**src/rtl/bcd_cascade_counter_if.sv**
```systemverilog
// Control/data bundle for bcd_cascade_counter: count controls and load word in, count, terminal count and wrap flag out.
interface bcd_cascade_counter_if #(
  parameter int DIGITS = 2
);
  logic                  enable;
  logic                  load;
  logic                  up;
  logic [4*DIGITS-1:0]   D;
  logic [4*DIGITS-1:0]   Q;
  logic                  Co;
  logic                  ovf;

  modport master (output enable, load, up, D, input Q, Co, ovf);
  modport slave  (input enable, load, up, D, output Q, Co, ovf);
endinterface

```
**src/rtl/bcd_cascade_counter.sv**
```systemverilog
// Up/down counter of DIGITS cascaded radix-RADIX digit cells with a combinational ripple-enable chain,
// clamped parallel load, combinational terminal count (Co) and a sticky full-word wrap flag (ovf).
module bcd_cascade_counter #(
  parameter int DIGITS = 2,
  parameter int RADIX  = 10
) (
  input  logic                     clk,
  input  logic                     clr,
  bcd_cascade_counter_if.slave     bus
);
  localparam int         W       = 4 * DIGITS;
  localparam logic [3:0] DIG_MAX = 4'(RADIX - 1);

  logic [W-1:0]      q_q, q_d;
  logic              ovf_q, ovf_d;
  logic [DIGITS-1:0] tc;
  logic [DIGITS:0]   ripple;
  logic              co;

  // ripple[i] is high when every digit below i sits at its terminal value for the current direction.
  always_comb begin
    // NOTE: every combinational output gets a default first so no path can leave it unassigned (no latch).
    tc        = '0;
    ripple    = '0;
    ripple[0] = 1'b1;
    for (int i = 0; i < DIGITS; i++) begin
      tc[i]       = bus.up ? (q_q[4*i +: 4] == DIG_MAX) : (q_q[4*i +: 4] == 4'd0);
      ripple[i+1] = ripple[i] & tc[i];
    end
  end

  assign co = bus.enable & ~bus.load & ~clr & ripple[DIGITS];

  always_comb begin
    q_d   = q_q;
    ovf_d = ovf_q;
    if (bus.load) begin
      // Clamping keeps every digit inside 0..RADIX-1, so the step logic never sees an illegal digit.
      for (int i = 0; i < DIGITS; i++) begin
        q_d[4*i +: 4] = (bus.D[4*i +: 4] > DIG_MAX) ? DIG_MAX : bus.D[4*i +: 4];
      end
      ovf_d = 1'b0;
    end else if (bus.enable) begin
      for (int i = 0; i < DIGITS; i++) begin
        if (ripple[i]) begin
          if (bus.up) q_d[4*i +: 4] = (q_q[4*i +: 4] == DIG_MAX) ? 4'd0 : q_q[4*i +: 4] + 4'd1;
          else        q_d[4*i +: 4] = (q_q[4*i +: 4] == 4'd0) ? DIG_MAX : q_q[4*i +: 4] - 4'd1;
        end
      end
      ovf_d = ovf_q | co;
    end
  end

  always_ff @(posedge clk) begin
    // NOTE: state registers use non-blocking assignments so all flops update from pre-edge values.
    if (clr) begin
      q_q   <= '0;
      ovf_q <= 1'b0;
    end else begin
      q_q   <= q_d;
      ovf_q <= ovf_d;
    end
  end

  assign bus.Q   = q_q;
  assign bus.Co  = co;
  assign bus.ovf = ovf_q;
endmodule

```
**src/flat_wrapper.sv**
```systemverilog
// flat-port wrapper written by rule: the top's interface ports become plain ports
module bcd_cascade_counter_flat 
#(
  parameter int DIGITS = 2,
  parameter int RADIX  = 10
)
  (clk, clr, bus_enable, bus_load, bus_up, bus_D, bus_Q, bus_Co, bus_ovf);
  bcd_cascade_counter_if #(.DIGITS(DIGITS)) bus_i ();
  input  logic clk;
  input  logic clr;
  input wire logic [$bits(bus_i.enable)-1:0] bus_enable;
  input wire logic [$bits(bus_i.load)-1:0] bus_load;
  input wire logic [$bits(bus_i.up)-1:0] bus_up;
  input wire logic [$bits(bus_i.D)-1:0] bus_D;
  output wire logic [$bits(bus_i.Q)-1:0] bus_Q;
  output wire logic [$bits(bus_i.Co)-1:0] bus_Co;
  output wire logic [$bits(bus_i.ovf)-1:0] bus_ovf;
  assign bus_i.enable = bus_enable;
  assign bus_i.load = bus_load;
  assign bus_i.up = bus_up;
  assign bus_i.D = bus_D;
  assign bus_Q = bus_i.Q;
  assign bus_Co = bus_i.Co;
  assign bus_ovf = bus_i.ovf;
  bcd_cascade_counter #(.DIGITS(DIGITS), .RADIX(RADIX)) u_core (.clk(clk), .clr(clr), .bus(bus_i));
endmodule
```
**config.mk**
```make
export PLATFORM = sky130hd
export DESIGN_NAME = bcd_cascade_counter_flat
export DESIGN_NICKNAME = d
export VERILOG_FILES = /design/src/rtl/bcd_cascade_counter_if.sv /design/src/rtl/bcd_cascade_counter.sv /design/src/flat_wrapper.sv
export SDC_FILE = /design/constraint.sdc
export NUM_CORES = 1
export LEC_CHECK = 0
export BUFFER_PORTS_ARGS = -buffer_cell sky130_fd_sc_hd__buf_4
export CORE_MARGIN = 10
export CORE_UTILIZATION = 28
export DETAILED_ROUTE_END_ITERATION = 8
export PLACE_DENSITY = 0.6
export RECOVER_POWER = 100
export SLEW_MARGIN = 20
export SYNTH_ARGS = -nofsm -noshare
export SYNTH_HDL_FRONTEND = slang
export SYNTH_SLANG_ARGS = --single-unit
```
**constraint.sdc**
```tcl
create_clock -name clk -period 1.9 [get_ports clk]
set_clock_uncertainty 0.1 [all_clocks]
set_input_delay 0.38 -clock clk [delete_from_list [all_inputs] [get_ports clk]]
set_output_delay 0.38 -clock clk [all_outputs]
set_load 0.03 [all_outputs]
```
* Word level (Yosys, flattened, before mapping)
Cells that the tools add are included.
Storage, ports and cells: flip-flop bits (word level) 9, bits of input ports 13, output and inout port bits 10, word-level logic and storage cells 37
Cells by class: $add $sub $neg 4, magnitude comparators 2, eq/ne operators 2, multiplexer cells 13, bitwise gates (word level) 7, reductions and logical operators 6
Operators by type and width (count):
- $mux W4 | 9
- $mux W8 | 2
- $add A4 B1 Y4 const B | 2
- $eq A4 B4 Y1 const B | 2
- $gt A4 B4 Y1 const B | 2
- $logic_not A4 Y1 | 2
- $sub A4 B1 Y4 const B | 2
- $and A1 B1 Y1 | 4
- $reduce_bool A2 Y1 | 2
- $mux W1 | 2
- $not A1 Y1 | 2
- $reduce_and A2 Y1 | 1
- $reduce_or A2 Y1 | 1
- $or A1 B1 Y1 | 1

* Longest topological paths before layout
word-level depth 6, depth in mapped cells 5, mapped depth without buffers 4

* Worst setup path after synthesis
Ideal clock, no wire load.
path type flip-flop to output port, from register u_core.q_q[0] (netlist: u_core.bus.Q[0]), to output port bus_Co, arrival time 2.093 ns, required time 1.420 ns, setup slack -0.673 ns, stages on the path, launching flop included 5, path buffers 0, cells stage by stage dfxtp_1 -> and3_4 -> o211ai_4 -> or4_1 -> nor3_1
On the way: longest elaborated chain between the ends 4, elaborated cells on any way between the ends 5, those cells by class eq/ne (1); mux (1); bitwise (2); reduce/logical (1)
Ends and longest elaborated chain:
- from (decl) | RTL line bcd_cascade_counter.sv:14 | logic [W-1:0] q_q, q_d;
- from (signal assigned) | RTL line bcd_cascade_counter.sv:60 | q_q <= q_d;
- $eq A4 B4 Y1 / $logic_not A4 Y1 (equally long branches) | RTL line bcd_cascade_counter.sv:27 | tc[i] = bus.up ? (q_q[4*i +: 4] == DIG_MAX) : (q_q[4*i +: 4] == 4'd0);
- $mux W1 * | RTL line bcd_cascade_counter.sv:27
- $and A1 B1 Y1 * | RTL line bcd_cascade_counter.sv:28 | ripple[i+1] = ripple[i] & tc[i];
- $and A1 B1 Y1 * | RTL line bcd_cascade_counter.sv:32 | assign co = bus.enable & ~bus.load & ~clr & ripple[DIGITS];
- to (decl) | RTL line flat_wrapper.sv:16 | output wire logic [$bits(bus_i.Co)-1:0] bus_Co;
Mark *: on every way between the ends. The rest lies on a longest branch, timed or not.

* Worst setup path after layout
from register u_core.q_q[3] (netlist: u_core.bus.Q[3]), to output port bus_Co
The elaborated chain is that of the path after synthesis.

==> flow_summary_export.csv <==
group,metric,value,unit
logic_synthesis,synthTopCellsByCount,"dfxtp_1, inv_1, o21ai_0, nand2_1, nor2_1",
finish,fin_nets,145,
logic_synthesis,post_synth_inst_count,102,
finish,final_util,39.7,%
timing,finalCritPeriodShare,113,%
logic_synthesis,synth_flop_cell,"dfxtp_1",
clock_tree,cts_setup_buffers,0,
pwr,power_density,567,nW/um2
logic_synthesis,syn-cell-area,806,um2
clock_tree,clkLatencyLatePin,0.26,ns
logic_synthesis,ys_seq_area_share,22.4,%
clock_tree,cts_sinks,9,
hold_path,hold_path_class,"in2reg",
critical_path,cp-start-kind,"flip-flop",
placed_design,placement.cell_area,1100,um2
logic_synthesis,yosys.cell_types.count,48,
route,route.detailed.drc,0,
finish,postLayoutCellArea,1090,um2
global_route,grt_pass1_wl,4220,um
global_route,overflow,0,
finish,regArea,193,um2
critical_path,path_max_fanout,3,
route,vias,870,
critical_path,crit_arrival,1.68,ns
clock_tree,path_clk_slew,0.08,ns
floorplan,ioPinCount,23,
logic_synthesis,yosysWarningCount,0,
timing,holdWs,0.285,ns
logic_synthesis,synth_edf_count,0,
critical_path,slowest_stage,"or4_4",
flow_run,maxCapViolations,0,
route,met3_length,104,um
pwr,p_leak,0.434,nW
route,viasPerCell,5.37,
clock_tree,ctsLongestPathBuffers,2,
placed_design,port_buffers,22,
floorplan,core_area,2760,um2
critical_path,reg2reg_slack,0.10,ns
global_route,antenna_found_initial,0,
clock_tree,htree_levels,1,
placed_design,place_congestion,0.749,
timing,hold_viol_final,0,
critical_path,crit_path_frequent_cell,"nor3_4",
critical_path,cpPeakStageDelay,0.45,ns
timing,rsz0062_at_grt,"yes",
timing,worst_pin_slew,0.381,ns
logic_synthesis,netlist.area_leader.share,22.4,%
floorplan,die_x,73.6,um
outcome,status,"finished with violations",
outcome,violations,"negative setup slack",
finish,area_delta_synth_final,35.7,%
clock_tree,cts-root-buf,"clkbuf_4",
logic_synthesis,yosys-top-cells-area,"dfxtp_1, o21ai_0, inv_1",
clock_tree,cts_hold_buf,0,
floorplan,chipHeight,73.6,um
logic_synthesis,syn_avg_cell_area,7.90,um2
critical_path,cp.required,1.42,ns
timing,finalSetupViolCount,1,
route,dr.max_layer_used,"met4",
critical_path,cp-end-kind,"output port",
logic_synthesis,synth.most_common_cell,"dfxtp_1",
global_route,grt_pass1_vias,870,
timing,slew-limit-headroom,74.6,%
route,drtPass1Iterations,4,
global_route,grt_max_degree,13,
logic_synthesis,ys_ff_latch,9,
timing,setup_ws,-0.256,ns
route,drt-met1-wl,1140,um
floorplan,core.rowCount,19,
placed_design,hpwl,1950,um
logic_synthesis,ys_async_sr_fraction,0,%
global_route,grt_usage,9.46,%
route,drtIter0Drc,27,
critical_path,crit_type,"reg2out",
floorplan,initial_core_util,29.2,%
logic_synthesis,synth_largest_area_cell,"dfxtp_1",
route,routedWlPerCell,15.3,um
pwr,ir_worst_vdd,339,uV
route,ant_nets,0,
clock_tree,cts_tree,"yes",
logic_synthesis,syn_nets,115,
floorplan,dieArea,5420,um2
timing,finalMaxSlewViolations,0,
critical_path,crit_chain,"nor3_4 > o211ai_4 > or4_4 > nor3_4 > buf_6",
finish,multi_input_comb_area,563,um2
finish,nFillCells,283,
route,dr_wl_met2,1210,um
finish,num_antenna_cells,0,
clock_tree,numCtsBuffers,3,
route,routed_wl,2490,um
timing,period_minus_slack,2.16,ns
timing,max_freq,464,MHz
finish,drive_gt1_share,37.4,%
sequential cells by signal (all words and copies together), names as in the netlist:
register        count
u_core.bus.ovf      1
u_core.bus.Q        8
metrics by stage:
| step | total power, mW | setup WS (ns) | instances | TNS (ns) |
|---|---|---|---|---|
| CTS | 0.638 | -0.263 | 162 | -0.263 |
| finish | 0.620 | -0.256 | 162 | -0.256 |
| floorplan | 0.388 | -0.136 | 102 | -0.136 |
| detailed placement | 0.475 | -0.187 | 158 | -0.187 |
| global route | 0.653 | -0.310 | 162 | -0.373 |
| global placement | 0.469 | -0.185 | 158 | -0.185 |
kinds of logic (layout without fill, tap and decap cells):
family                    count (synthesis)  count (layout)  synth area share [%]
xor gates and xnor gates                  3               3                  3.26
DFF                                       9               9                  22.4
and+or+nand+nor                          37              37                  30.3
AOI/OAI and AO/OA                        35              35                  33.2
buffers and inverters                    18              47                  10.9
final cells by class:
type,count,share of cell area [%]
Clock buffer,3,2.06
Clock inverter,1,0.458
Inverter,8,2.75
Multi-Input combinational cell,75,51.5
Sequential cell,9,17.6
Tap cell,31,3.55
Timing Repair Buffer,35,22.1
cell usage in the layout, fill, tap and decap left out, drive strengths merged, types with 2 or more instances in the layout:
cell type | Yosys | layout
buf | 6 | 28
clkbuf | 4 | 10
dfxtp | 9 | 9
inv | 8 | 8
o21ai | 8 | 8
nor2 | 6 | 6
nand2 | 5 | 5
nor3 | 5 | 5
a21oi | 4 | 4
nor2b | 3 | 3
a31oi | 3 | 3
o31ai | 3 | 3
nand3b | 2 | 2
nand3 | 2 | 2
a32o | 2 | 2
a221oi | 2 | 2
a21o | 2 | 2
xnor2 | 2 | 2
and3 | 2 | 2
o211ai | 2 | 2
and2 | 2 | 2
or4 | 2 | 2
or2 | 2 | 2
nor4 | 2 | 2
path summary, 6_finish.rpt:
path	start	to	cells after the start
worst min-delay path	bus_D[7]	u_core.bus.Q[7]	3
worst max-delay path	u_core.bus.Q[3]	bus_Co	5
worst max register to register	u_core.bus.Q[2]	u_core.bus.Q[3]	5
worst min register to register	u_core.bus.ovf	u_core.bus.ovf	2
where the power goes:
part           switching [mW]  internal (mW)  leakage (nW)
Clock                  0.0823         0.0778        0.0177
Sequential             0.0165          0.202        0.0764
Combinational           0.137          0.104         0.340
worst max-delay path, delay by kind of cell, from the launching register on:
family	cells	cell delay, ns
buffers and inverters	1	0.15
AO/OA/AOI/OAI	1	0.10
AND/OR/NAND/NOR	3	0.80
flip-flops	1	0.36
what timing repair did:
action,in CTS,in global routing
pin swaps,2,0
hold endpoints to repair,0,0
gates resized for setup,1,0
setup endpoints to repair,1,1
layer usage:
metal  global-route usage, %  up-vias
met5                       0        -
met4                    3.31        0
met3                    2.42        4
met2                    15.5       23
met1                    11.6      410
li1                        -      433
Note: power is estimated with default switching activity, not from simulation.
